### config.mk
export PLATFORM = sky130hd
export DESIGN_NAME = metric_display_scheduler
export DESIGN_NICKNAME = d
export VERILOG_FILES = /design/src/rtl/disp_pkg.sv /design/src/rtl/bcd_seg_decode.sv /design/src/rtl/metric_display_scheduler.sv
export SDC_FILE = /design/constraint.sdc
export NUM_CORES = 1
export LEC_CHECK = 0
export CORE_AREA = 4 4 95 97
export CTS_CLUSTER_DIAMETER = 60
export DETAILED_ROUTE_END_ITERATION = 8
export DIE_AREA = 0 0 99 101
export PLACE_DENSITY = 0.79
export SLEW_MARGIN = 25
export SYNTH_ARGS = -nofsm -noshare
export SYNTH_HDL_FRONTEND = slang
export SYNTH_SLANG_ARGS = --single-unit
### constraint.sdc
create_clock -name clk -period 2.35 [get_ports clk]
set_input_delay 0.3525 -clock clk [delete_from_list [all_inputs] [get_ports clk]]
set_output_delay 0.3525 -clock clk [all_outputs]
set_load 0.02 [all_outputs]
### src/rtl/disp_pkg.sv
// Shared constants, state type and source-selection helpers for the
// metric display scheduler.
package disp_pkg;

    localparam int NUM_SRC = 4;

    localparam logic [6:0] SEG_BLANK = 7'h7F;
    localparam logic [6:0] SEG_DASH  = 7'b0111111;

    // Active-low {g,f,e,d,c,b,a}
    localparam logic [6:0] SEG_0 = 7'b1000000;
    localparam logic [6:0] SEG_1 = 7'b1111001;
    localparam logic [6:0] SEG_2 = 7'b0100100;
    localparam logic [6:0] SEG_3 = 7'b0110000;
    localparam logic [6:0] SEG_4 = 7'b0011001;
    localparam logic [6:0] SEG_5 = 7'b0010010;
    localparam logic [6:0] SEG_6 = 7'b0000010;
    localparam logic [6:0] SEG_7 = 7'b1111000;
    localparam logic [6:0] SEG_8 = 7'b0000000;
    localparam logic [6:0] SEG_9 = 7'b0010000;

    typedef enum logic {IDLE, RUN} state_t;

    function automatic logic [1:0] lowestEnabled(input logic [NUM_SRC-1:0] en);
        lowestEnabled = 2'd0;
        for (int i = NUM_SRC - 1; i >= 0; i--) begin
            if (en[i]) lowestEnabled = 2'(i);
        end
    endfunction

    // Round-robin from cur+1; offset 4 wraps back onto cur itself.
    function automatic logic [1:0] nextEnabled(input logic [1:0] cur,
                                               input logic [NUM_SRC-1:0] en);
        logic [1:0] idx;
        nextEnabled = cur;
        for (int i = NUM_SRC; i >= 1; i--) begin
            idx = cur + 2'(i);
            if (en[idx]) nextEnabled = idx;
        end
    endfunction

endpackage

### src/rtl/bcd_seg_decode.sv
// Combinational BCD nibble to active-low seven-segment pattern; values
// above 9 show a dash.
module bcd_seg_decode
    import disp_pkg::*;
(
    input  logic [3:0] bcd,
    output logic [6:0] seg
);

    always_comb begin
        seg = SEG_DASH;
        case (bcd)
            4'd0: seg = SEG_0;
            4'd1: seg = SEG_1;
            4'd2: seg = SEG_2;
            4'd3: seg = SEG_3;
            4'd4: seg = SEG_4;
            4'd5: seg = SEG_5;
            4'd6: seg = SEG_6;
            4'd7: seg = SEG_7;
            4'd8: seg = SEG_8;
            4'd9: seg = SEG_9;
            default: seg = SEG_DASH;
        endcase
    end

endmodule

### src/rtl/metric_display_scheduler.sv
// Time-shares one 4-digit seven-segment display between four metric sources,
// rotating per whole-second slot and scanning a once-per-second snapshot.
module metric_display_scheduler
    import disp_pkg::*;
#(
    parameter int SLOT_SECONDS = 2,
    parameter int REFRESH_DIV  = 100000
) (
    input  logic        clk,
    input  logic        reset,
    input  logic        start,
    input  logic        sec_tick,
    input  logic        hold,
    input  logic [3:0]  src_en,
    input  logic [15:0] src0_bcd,
    input  logic [15:0] src1_bcd,
    input  logic [15:0] src2_bcd,
    input  logic [15:0] src3_bcd,
    input  logic [3:0]  dp_src,
    output logic [3:0]  anode,
    output logic [6:0]  segment,
    output logic        dp,
    output logic [1:0]  cur_src,
    output logic        slot_start,
    output state_t      stateDbg
);

    localparam int RW = (REFRESH_DIV > 1) ? $clog2(REFRESH_DIV) : 1;
    localparam logic [RW-1:0] REF_LAST  = RW'(REFRESH_DIV - 1);
    localparam logic [3:0]    SLOT_LAST = 4'(SLOT_SECONDS - 1);

    state_t         state, stateNext;
    logic           paused, pausedNext;
    logic [1:0]     curNext;
    logic [3:0]     slotCnt, slotCntNext;
    logic [RW-1:0]  refCnt, refCntNext;
    logic [1:0]     digIdx, digIdxNext;
    logic [15:0]    snapVal;
    logic           snapDp;
    logic           slotStartNext;
    logic           load;
    logic [1:0]     loadSel;
    logic [15:0]    srcBcd [NUM_SRC];
    logic [3:0]     nibble;
    logic [6:0]     segRaw;
    logic [15:0]    upperDigits;
    logic           digitBlank;

    assign srcBcd[0] = src0_bcd;
    assign srcBcd[1] = src1_bcd;
    assign srcBcd[2] = src2_bcd;
    assign srcBcd[3] = src3_bcd;
    assign stateDbg  = state;

    always_ff @(posedge clk or negedge reset) begin
        if (!reset) begin
            state      <= IDLE;
            paused     <= 1'b0;
            cur_src    <= 2'd0;
            slotCnt    <= 4'd0;
            refCnt     <= '0;
            digIdx     <= 2'd0;
            snapVal    <= 16'd0;
            snapDp     <= 1'b0;
            slot_start <= 1'b0;
        end else begin
            state      <= stateNext;
            paused     <= pausedNext;
            cur_src    <= curNext;
            slotCnt    <= slotCntNext;
            refCnt     <= refCntNext;
            digIdx     <= digIdxNext;
            slot_start <= slotStartNext;
            if (load) begin
                snapVal <= srcBcd[loadSel];
                snapDp  <= dp_src[loadSel];
            end
        end
    end

    always_comb begin
        stateNext     = state;
        pausedNext    = paused;
        curNext       = cur_src;
        slotCntNext   = slotCnt;
        refCntNext    = '0;
        digIdxNext    = 2'd0;
        slotStartNext = 1'b0;
        load          = 1'b0;
        loadSel       = cur_src;
        case (state)
            IDLE: begin
                pausedNext  = 1'b0;
                slotCntNext = 4'd0;
                if (start && (src_en != 4'd0)) begin
                    stateNext     = RUN;
                    curNext       = lowestEnabled(src_en);
                    loadSel       = curNext;
                    load          = 1'b1;
                    slotStartNext = 1'b1;
                end
            end
            RUN: begin
                refCntNext = (refCnt == REF_LAST) ? '0 : refCnt + 1'b1;
                digIdxNext = (refCnt == REF_LAST) ? digIdx + 2'd1 : digIdx;
                if (!start) begin
                    stateNext   = IDLE;
                    pausedNext  = 1'b0;
                    slotCntNext = 4'd0;
                    refCntNext  = '0;
                    digIdxNext  = 2'd0;
                end else if (src_en == 4'd0) begin
                    pausedNext  = 1'b1;
                    slotCntNext = 4'd0;
                end else if (paused) begin
                    // Returning from an all-disabled pause restarts at the lowest source.
                    pausedNext    = 1'b0;
                    curNext       = lowestEnabled(src_en);
                    loadSel       = curNext;
                    load          = 1'b1;
                    slotStartNext = 1'b1;
                    slotCntNext   = 4'd0;
                end else if (!src_en[cur_src] ||
                             (sec_tick && !hold && slotCnt >= SLOT_LAST)) begin
                    curNext       = nextEnabled(cur_src, src_en);
                    loadSel       = curNext;
                    load          = 1'b1;
                    slotStartNext = 1'b1;
                    slotCntNext   = 4'd0;
                end else if (sec_tick) begin
                    load = 1'b1;
                    if (!hold) slotCntNext = slotCnt + 4'd1;
                end
            end
            default: stateNext = IDLE;
        endcase
    end

    assign nibble      = snapVal[{digIdx, 2'b00} +: 4];
    assign upperDigits = snapVal >> {digIdx, 2'b00};
    assign digitBlank  = (digIdx != 2'd0) && !(digIdx == 2'd1 && snapDp) &&
                         (upperDigits == 16'd0);

    bcd_seg_decode uDecode (
        .bcd (nibble),
        .seg (segRaw)
    );

    always_ff @(posedge clk or negedge reset) begin
        if (!reset) begin
            anode   <= 4'hF;
            segment <= SEG_BLANK;
            dp      <= 1'b1;
        end else if (state == RUN && !paused) begin
            anode   <= ~(4'b0001 << digIdx);
            segment <= digitBlank ? SEG_BLANK : segRaw;
            dp      <= !(digIdx == 2'd1 && snapDp);
        end else begin
            anode   <= 4'hF;
            segment <= SEG_BLANK;
            dp      <= 1'b1;
        end
    end

endmodule

### Yosys cells after proc, flatten, opt, wreduce, memory -nomap -nowiden

Memories as Yosys holds them, arrays and structs flattened.
Index checks and enable logic that the tools add are counted.

| word-level totals | value |
|---|---|
| flip-flop bits (word level) | 57 |
| bits in read-only memories | 112 |
| output and inout bits | 16 |
| word-level logic and storage cells | 114 |
| memories | 1 |

Memories:

| memory | words | width | read ports | clocked after Yosys merged registers in | wr ports | RTL line | RTL |
|---|---|---|---|---|---|---|---|
| (no name shown) | 16 | 7 | 1 | 0 | 0 | bcd_seg_decode.sv:12 | `case (bcd)` |

| cells by class | value |
|---|---|
| add/subtract/negate cells | 6 |
| order comparisons | 7 |
| equality and inequality tests | 5 |
| shift-type cells | 3 |
| mux-type cells | 60 |
| bitwise gates (word level) | 3 |
| reductions and logical operators | 17 |

Operator list:

| operator | number |
|---|---|
| 17-bit 2-to-1 mux | 3 |
| 16-bit binary-select mux with 2-bit select | 1 |
| 16-bit 2-to-1 mux | 2 |
| 2-bit 2-to-1 mux | 15 |
| 4-bit 2-to-1 mux | 7 |
| 1-bit 2-to-1 mux | 19 |
| 17-bit by 1-bit adder with 17-bit output (second input constant) | 1 |
| 17-bit == test (second input constant) | 1 |
| 16-bit logical NOT | 1 |
| 16-bit by 5-bit indexed part select with 4-bit output | 1 |
| 16-bit by 4-bit >> shifter with 16-bit output | 1 |
| 2-bit by 3-bit less-than comparator with 1-bit output (second input constant) | 5 |
| 7-bit 2-to-1 mux | 2 |
| 6-bit by 3-bit inequality test with 1-bit output (second input constant) | 2 |
| 1-bit binary-select mux with 2-bit select | 5 |
| 1-bit case mux with 2 select lines | 4 |
| 4-bit case mux with 2 select lines | 1 |
| 1-bit logical AND | 7 |
| 2-bit by 1-bit adder with 2-bit output (second input constant) | 2 |
| 2-bit adder (second input constant) | 2 |
| 4-bit by 1-bit adder with 4-bit output (second input constant) | 1 |
| 4-bit by 1-bit >= comparator with 1-bit output (second input constant) | 1 |
| 1-bit logical NOT | 4 |
| 4-bit logical NOT | 1 |
| 12 further kinds | 12 |

### Longest topological paths before layout

Gate-level depths: netlist (run 1).

| logic depth | value |
|---|---|
| word-level depth | 15 |
| depth in mapped cells | 10 |
| depth with buffers taken out | 8 |

### Cells and area by module

Synthesis (run 1) repeated with hierarchy kept, for this count alone.

| unflattened totals | value |
|---|---|
| cell total of the unflattened synthesis | 335 |
| area total of the unflattened synthesis | 3,440.8 um^2 |

Modules (own cells, without submodules):

| module | instances | cells an instance | area an instance (um^2) | seq. area each (um^2) |
|---|---|---|---|---|
| metric_display_scheduler | 1 | 304 | 3,216.8 | 1,441.4 |
| bcd_seg_decode | 1 | 31 | 224.0 | 0.0 |

### Worst setup path after synthesis (run 1)

OpenSTA, ideal clock, no wires.

| timing path | value |
|---|---|
| kind | reg2reg |
| start | reg cur_src[1] |
| end | reg snapDp |
| setup time | 0.096 ns |
| arrival | 2.365 ns |
| setup slack | -0.111 ns |
| cell stages (with the launch flop) | 9 |
| path buffers | 2 |
| period minus slack after synthesis | 2.461 ns |
| path through | dfrtp_1 -> buf_2 -> nor4bb_1 -> or4_4 -> or4_4 -> a31oi_4 -> buf_6 -> o2111ai_1 -> o31ai_1 |

| on the way | value |
|---|---|
| word-level cells in the longest chain between the ends | 13 |

RTL lines:

| item | RTL line | RTL |
|---|---|---|
| start: declaration | metric_display_scheduler.sv:23 | `output logic [1:0] cur_src,` |
| start signal: assignment | metric_display_scheduler.sv:69 | `cur_src <= curNext;` |
| 2-bit adder | disp_pkg.sv:37 | `idx = cur + 2'(i);` |
| 1-bit binary-select mux with 2-bit select | disp_pkg.sv:38 | `if (en[idx]) nextEnabled = idx;` |
| 1-bit 2-to-1 mux (not written as such) | disp_pkg.sv:38 |  |
| 2-bit 2-to-1 mux (3 in a row) | disp_pkg.sv:38 |  |
| 2-bit 2-to-1 mux (2 in a row) | n/a |  |
| 2-bit 2-to-1 mux | metric_display_scheduler.sv:112 | `end else if (src_en == 4'd0) begin` |
| 2-bit 2-to-1 mux | n/a |  |
| 2-bit case mux with 2 select lines | metric_display_scheduler.sv:91 | `case (state)` |
| 1-bit binary-select mux with 2-bit select | metric_display_scheduler.sv:76 | `snapDp <= dp_src[loadSel];` |
| 1-bit 2-to-1 mux (not written as such) | metric_display_scheduler.sv:76 |  |
| end signal: assignment | metric_display_scheduler.sv:76 |  |
| end: declaration | metric_display_scheduler.sv:39 | `logic snapDp;` |

Parallel ways exist; a longest one is shown, timed or not. The select of a mux whose other input is x is not followed.
A chain may end at the register's enable or synchronous reset.

### Worst setup path in the final report (run 1)

| timing path | value |
|---|---|
| start | reg slotCnt[0] |
| end | reg snapVal[14] |

| on the way | value |
|---|---|
| word-level cells in the longest chain between the ends | 12 |

RTL lines:

| item | RTL line | RTL |
|---|---|---|
| start: declaration | metric_display_scheduler.sv:35 | `logic [3:0] slotCnt, slotCntNext;` |
| start signal: assignment | metric_display_scheduler.sv:70 | `slotCnt <= slotCntNext;` |
| 4-bit by 1-bit >= comparator with 1-bit output (*) | metric_display_scheduler.sv:124 | `(sec_tick && !hold && slotCnt >= SLOT_LAST)) begin` |
| 1-bit logical AND (*) | metric_display_scheduler.sv:124 |  |
| 1-bit logical OR (*) | metric_display_scheduler.sv:123 | `end else if (!src_en[cur_src] \|\|` |
| 2-bit 2-to-1 mux (2 in a row) | n/a |  |
| 2-bit 2-to-1 mux | metric_display_scheduler.sv:112 |  |
| 2-bit 2-to-1 mux | n/a |  |
| 2-bit case mux with 2 select lines | metric_display_scheduler.sv:91 |  |
| 2-bit inverter with 3-bit output (not written as such) | metric_display_scheduler.sv:75 | `snapVal <= srcBcd[loadSel];` |
| 16-bit binary-select mux with 2-bit select | metric_display_scheduler.sv:75 |  |
| 16-bit 2-to-1 mux (not written as such) (2 in a row) | metric_display_scheduler.sv:75 |  |
| end signal: assignment | metric_display_scheduler.sv:75 |  |
| end: declaration | metric_display_scheduler.sv:38 | `logic [15:0] snapVal;` |

Mark *: on every way between the ends. The rest lies on a longest branch, timed or not. The select of a mux whose other input is x is not followed.

==> impl_metrics.yaml, run 1 <==
status:
  status: "finished, violations left"
  failed_checks: "setup timing"
placement:
  gp_congestion: 0.853
  portBuffers: 92
  dp_hpwl_um: 7200
final_layout:
  area_growth_pct: 44.7
  drive_gt1_share_pct: 23.2
  final_core_util_pct: 62.9
  fin_nets: 580
  insertedDiodeCount: 0
logic_synthesis:
  synth_area_sq_mm: 0.00353
  synth_edf_count: 0
  ys_types: 56
  yosysSeqAreaShare_pct: 40.8
  synth_area_leaders: "dfrtp_1 (32%), dfstp_2 (8.9%), nor2_1 (5.4%)"
  synth_commonest_cells: "nor2_1 (51), dfrtp_1 (45), nand2_1 (27)"
  ys_warn_count: 0
  synth_top_area_cell: "dfrtp_1"
  syn_area_per_cell_sq_um: 9.50
  synth_top_area_share_pct: 31.9
  syn_inst: 372
  yosys.cell_count.top_type: "nor2_1"
  async_reset_ff_share_pct: 100
  synth_flop_cell: "dfrtp_1"
  mappedNetlistNets: 461
  ys_ff_latch: 57
sta:
  rsz0062_at_grt: "yes"
  fin_worst_skew_ps: 9.95
  max_slew_margin_pct: 51.9
  worst_slew_pin_slew_ps: 722
  slew_violations: 0
  finalCritPeriodShare_pct: 100
  hold_ws_ps: 146
  layout_setup_ws_ps: -8.90
  fmax_mhz: 424
  final_hold_viol_count: 0
  layout_min_cycle_time_ps: 2360
  finalSetupViolCount: 1
cts:
  clockRootBuffer: "clkbuf_8"
  clkSlewWorstSetupHoldPaths_ps: 70
  clock_path_buffers: 2
  cts_sinks: 57
  cts_buffers: 9
  h-tree-depth: 3
  ctsHoldBuffers: 0
  cts_tree: "yes"
  clk_latency_ps: 340
routing:
  drcViolationCount: 0
  drt_iter0_markers: 151
  ant_nets: 0
  met3_length_um: 695
  avgRoutedWirePerCell_um: 17.2
  via_per_inst: 5.72
  num_vias: 3438
  wl_met2_um: 5200
  top_layer_used: "met4"
  drt-met1-wl_um: 4150
  first_pass_iters: 5
  finalWirelength_um: 10400
pwr:
  p_per_area_mw_per_mm2: 793
  intPower_mw: 2.58
  p_clk_share_pct: 20.5
  swShare_pct: 36.3
  p_sw_mw: 1.47
  ir_drop_mv: 0.457
  leakage_nw: 2.08
  power_frac_seq_pct: 35.5
  p_comb_share_pct: 43.9
critical_path:
  worstPathRequired_ps: 2570
  path_max_fanout: 18
  crit_type: "register to register"
  reg2reg_depth: 9
  r2r-start: "slotCnt[0]$_DFFE_PN0P_"
  r2r_slack_ps: -9
  worstSetupEndpointType: "register"
  start_kind: "register"
  worstPathArrival_ps: 2580
  setup.worst_path.start: "slotCnt[0]$_DFFE_PN0P_"
  worstReg2RegEnd: "snapVal[14]$_DFFE_PN0P_"
floorplanning:
  rows: 33
  fp.dieArea_sq_mm: 0.0100
  die_w_um: 99
  coreArea_sq_mm: 0.00813
  ios: 93
  dieHeight_um: 101
  initial_core_util_pct: 43.4
global_routing:
  grt_overflow_total: 0
  antenna_found_initial: 0
  grt_pass1_vias: 3494
  grtUsageTotal_pct: 20.1
  grt_pass1_wl_um: 16200
  grt_max_degree: 58
hold_path:
  min_path_type: "input pin to async pin"
run:
  maxCapViolations: 0
## cell families after synthesis
family                   share of synthesized area [%]
multiplexers                                      4.50
buffers and inverters                             4.75
AND/OR/NAND/NOR                                   23.3
adder cells (fa/ha/maj)                           4.25
XOR/XNOR                                          4.71
flip-flops                                        40.8
AO/OA/AOI/OAI                                     17.7
## per-layer routing
metal	vias up	track usage, %
li1	1604	-
met2	151	34.2
met1	1651	24.3
met5	-	0
met3	32	5.40
met4	0	8.09
## area by class of cell
type | instances | area [sq um]
fillers | 651 | 3020
multi-input cells | 279 | 2030
flip-flops and latches | 57 | 1440
repair buffers | 131 | 1290
clock buffers | 13 | 159
well taps | 105 | 131
inverters | 13 | 48.8
clock inverters | 3 | 15.0
## per-stage QoR
step,worst slack (ps),cell area (sq um),TNS (ps),instances,total power [mW]
after floorplan,-16.6,3540,-270,372,2.38
after global placement,-345,4800,-5940,582,2.98
after detailed placement,-436,4800,-7020,582,3.04
after CTS,-9.00,5050,-9.00,602,3.97
after global routing,-115,5110,-1250,601,4.29
final,-8.90,5110,-8.90,601,4.06
## state kept, by name (all words and copies together) (netlist names)
name and count:
refCnt 17, digIdx 2, segment 7, dp 1, snapVal 16, stateDbg 1
snapDp 1, paused 1, slot_start 1, anode 4, cur_src 2, slotCnt 4
## placed cells by master, fill, tap and decap left out, types with 3 or more instances in the layout
cell             Yosys  layout
a21oi_1              6       5
buf_12               0       6
buf_4                3      32
clkbuf_8             0      11
clkdlybuf4s50_1      0      89
clkinv_2             0       3
dfrtp_1             45      43
dfstp_2             12      12
ha_1                12      12
inv_1               13      13
mux4_2               4       5
nand2_1             27      26
nand3_1              9       9
nand4_1              4       4
nand4b_1            17      17
nor2_1              51      51
nor3_1               4       4
nor4_1               3       3
o2111ai_1           17      14
o2111ai_2            0       3
o21ai_0             26      25
o31ai_1             18       9
o31ai_2              0       9
or2_2               17      17
xnor2_1              6       6
xor2_1              13      13
## worst max path at each step
stage	endpoint
5_1_grt	snapVal[12]$_DFFE_PN0P_
3_5_place_dp	snapVal[12]$_DFFE_PN0P_
2_1_floorplan	snapDp$_DFFE_PN0P_
6_report	snapVal[14]$_DFFE_PN0P_
3_3_place_gp	snapVal[12]$_DFFE_PN0P_
4_1_cts	snapVal[2]$_DFFE_PN0P_
## power groups by stage
stage          clock (mW)  sequential [mW]  combinational, mW
3_5_place_dp            0             1.44               1.60
5_1_grt             0.890             1.46               1.93
2_1_floorplan           0             1.46              0.918
6_report            0.834             1.44               1.78
4_1_cts             0.835             1.42               1.71
3_3_place_gp            0             1.43               1.55
## repair_timing
action                     CTS  global route
pin swaps                    1             0
resized for setup            6            19
setup buffers                3             0
setup endpoints to repair   17            22
gates cloned                 1             0
## critical path, cell delays in order (launching register included)
cell	delay [ps]
dfrtp_1	420
ha_1	240
nor4b_4	320
o21ai_2	130
a2111oi_2	340
buf_4	190
o21ai_4	80
buf_12	160
o2111ai_1	240
o31ai_2	110
No activity file was read; power rests on OpenSTA's default activity.
==> run 2, diff against run 1 <==
- CAP_MARGIN: not set -> 15
- GPL_TIMING_DRIVEN: not set -> 0
==> run 2 against run 1 <==
  * The run still ends with setup timing left
  * Sequential cell count unchanged
  * Setup slack worse by 110 ps
  * Register-to-register slack worse by 110 ps
  * Via count increased by 0.64%
  * Sequential power about the same
  * Die area did not move
  * Largest power group unchanged
  * Sequential share of layout area about the same
==> impl_metrics.yaml, run 2 (same netlist as run 1, synthesis figures left out) <==
status:
  status: "finished, violations left"
  failed_checks: "setup timing"
sta:
  layout_min_cycle_time_ps: 2470
  finalCritPeriodShare_pct: 105
  max_slew_margin_pct: 63.9
  fmax_mhz: 404
  fin_worst_skew_ps: 6.27
  final_hold_viol_count: 0
  slew_violations: 0
  rsz0062_at_grt: "yes"
  finalSetupViolCount: 17
  layout_setup_ws_ps: -122
  worst_slew_pin_slew_ps: 537
floorplanning:
  dieHeight_um: 101
  initial_core_util_pct: 43.4
  fp.dieArea_sq_mm: 0.0100
  coreArea_sq_mm: 0.00813
  ios: 93
  rows: 33
  die_w_um: 99
final_layout:
  regMostFlops: "refCnt"
  layout_common_cells: "clkdlybuf4s50_1 (87), nor2_1 (51), dfrtp_1 (42), nand2_1 (27), o21ai_0 (25)"
  area_growth_pct: 45.0
  fin_nets: 583
  final_cells: 604
  insertedDiodeCount: 0
  drive_gt1_share_pct: 23.4
  final_common_cell: "clkdlybuf4s50_1"
  largestRegisters: "refCnt: 17 flops, snapVal: 16 flops, segment: 7 flops"
  largest_register_ffs: 17
cts:
  cts_sinks: 57
  cts_buffers: 9
  clockRootBuffer: "clkbuf_8"
  cts_tree: "yes"
  h-tree-depth: 3
  clock_path_buffers: 2
  clkSlewWorstSetupHoldPaths_ps: 60
  clk_latency_ps: 340
critical_path:
  crit_type: "register to register"
  worstPathArrival_ps: 2700
  r2r-start: "cur_src[0]$_DFF_PN0_"
  worstSetupEndpointType: "register"
  worstPathRequired_ps: 2580
  worstReg2RegEnd: "snapVal[14]$_DFFE_PN0P_"
  r2r_slack_ps: -120
  start_kind: "register"
  path_max_fanout: 8
  reg2reg_depth: 9
placement:
  place_ws_ps: -805
  portBuffers: 90
  dp_hpwl_um: 7310
  gp_congestion: 0.888
  dpl.cell_count: 568
hold_path:
  whs_path_depth: 3
  min_to: "paused$_DFF_PN0_"
  min_from: "src_en[0]"
  min_path_type: "input pin to register"
run:
  maxCapViolations: 0
global_routing:
  grt_overflow_total: 0
  grt_pass1_vias: 3472
  grt_pass1_wl_um: 16700
  grtUsageTotal_pct: 21.2
  antenna_found_initial: 0
  grt_max_degree: 33
pwr:
  intPower_mw: 2.64
  swShare_pct: 35.8
  power_frac_seq_pct: 34.7
  p_sw_mw: 1.47
  ir_drop_mv: 0.431
  p_comb_share_pct: 43.9
  p_clk_share_pct: 21.4
  leakage_nw: 2.06
  p_per_area_mw_per_mm2: 802
routing:
  drt_iter0_markers: 151
  first_pass_iters: 5
  drcViolationCount: 0
  num_vias: 3460
  ant_nets: 0
  via_per_inst: 5.73
  finalWirelength_um: 10800
  avgRoutedWirePerCell_um: 17.9
-- run 2: cell types whose count changed in the layout (fill, tap and decap cells not counted), moves of 3 or more --
cell,delta
o31ai_2,-8
buf_4,-12
o31ai_1,+8
buf_12,-4
buf_6,+6
clkbuf_8,+3
clkbuf_4,+3
clkbuf_2,+5
-- run 2: metrics by stage --
stage               hold WS (ps)  TNS (ps)  utilization, %  instance area, sq um  total power [mW]
global route                 392     -2650            63.0                  5120              4.34
floorplan                   56.9      -270               -                  3540              2.38
global placement             468    -50880            56.2                  4570              2.90
CTS                          370      -325            62.3                  5070              4.02
finish                       392     -1530            63.0                  5120              4.11
detailed placement           279    -14320            56.4                  4590              2.95
-- run 2: critical path, stage by stage (launching register included) --
cell and delay, ps:
dfrtp_2 440, buf_6 130, nor3b_1 120, or4_4 430, or4_4 510, a31oi_4 230
buf_12 160, buf_8 120, o2111ai_1 100, o31ai_1 100
-- run 2: timing repair --
action	in CTS	in global routing
endpoints found under the hold margin	13	0
pin swaps	9	1
setup endpoints to repair	25	20
cloned	3	0
resized for setup	43	6
buffers inserted	16	3
hold buffers	1	0
-- run 2: cell type report --
cell class | instances | area, sq um
Clock buffer | 14 | 183
Timing Repair Buffer | 114 | 1110
Multi-Input combinational cell | 279 | 2040
Sequential cell | 57 | 1450
Buffer | 20 | 150
Tap cell | 105 | 131
Inverter | 13 | 48.8
Fill cell | 645 | 3010
Clock inverter | 2 | 10.0
-- run 2: worst max-delay path by stage --
stage,startpoint,to,slack [ps]
final,cur_src[0]$_DFF_PN0_,snapVal[14]$_DFFE_PN0P_,-120
after global routing,cur_src[0]$_DFF_PN0_,snapVal[2]$_DFFE_PN0P_,-190
after CTS,cur_src[0]$_DFF_PN0_,snapVal[14]$_DFFE_PN0P_,-40
after detailed placement,src_en[1],snapVal[0]$_DFFE_PN0P_,-800
after global placement,reset,cur_src[0]$_DFF_PN0_,-990
after floorplan,cur_src[1]$_DFF_PN0_,snapDp$_DFFE_PN0P_,-20
-- run 2: layer usage --
layer | up-vias | GRT usage (%) | part of all wire [%]
li1 | 1613 | - | -
met1 | 1678 | 26.2 | 41
met2 | 146 | 35.3 | 50
met3 | 23 | 3.39 | 6.3
met4 | 0 | 11.8 | 3.0
met5 | - | 0 | 0
-- run 2: power by group through the flow --
stage          logic, mW  clock network (mW)  registers (mW)
5_1_grt             1.94               0.960            1.45
2_1_floorplan      0.918                   0            1.46
6_report            1.80               0.879            1.43
4_1_cts             1.71               0.897            1.42
3_3_place_gp        1.47                   0            1.43
3_5_place_dp        1.52                   0            1.43
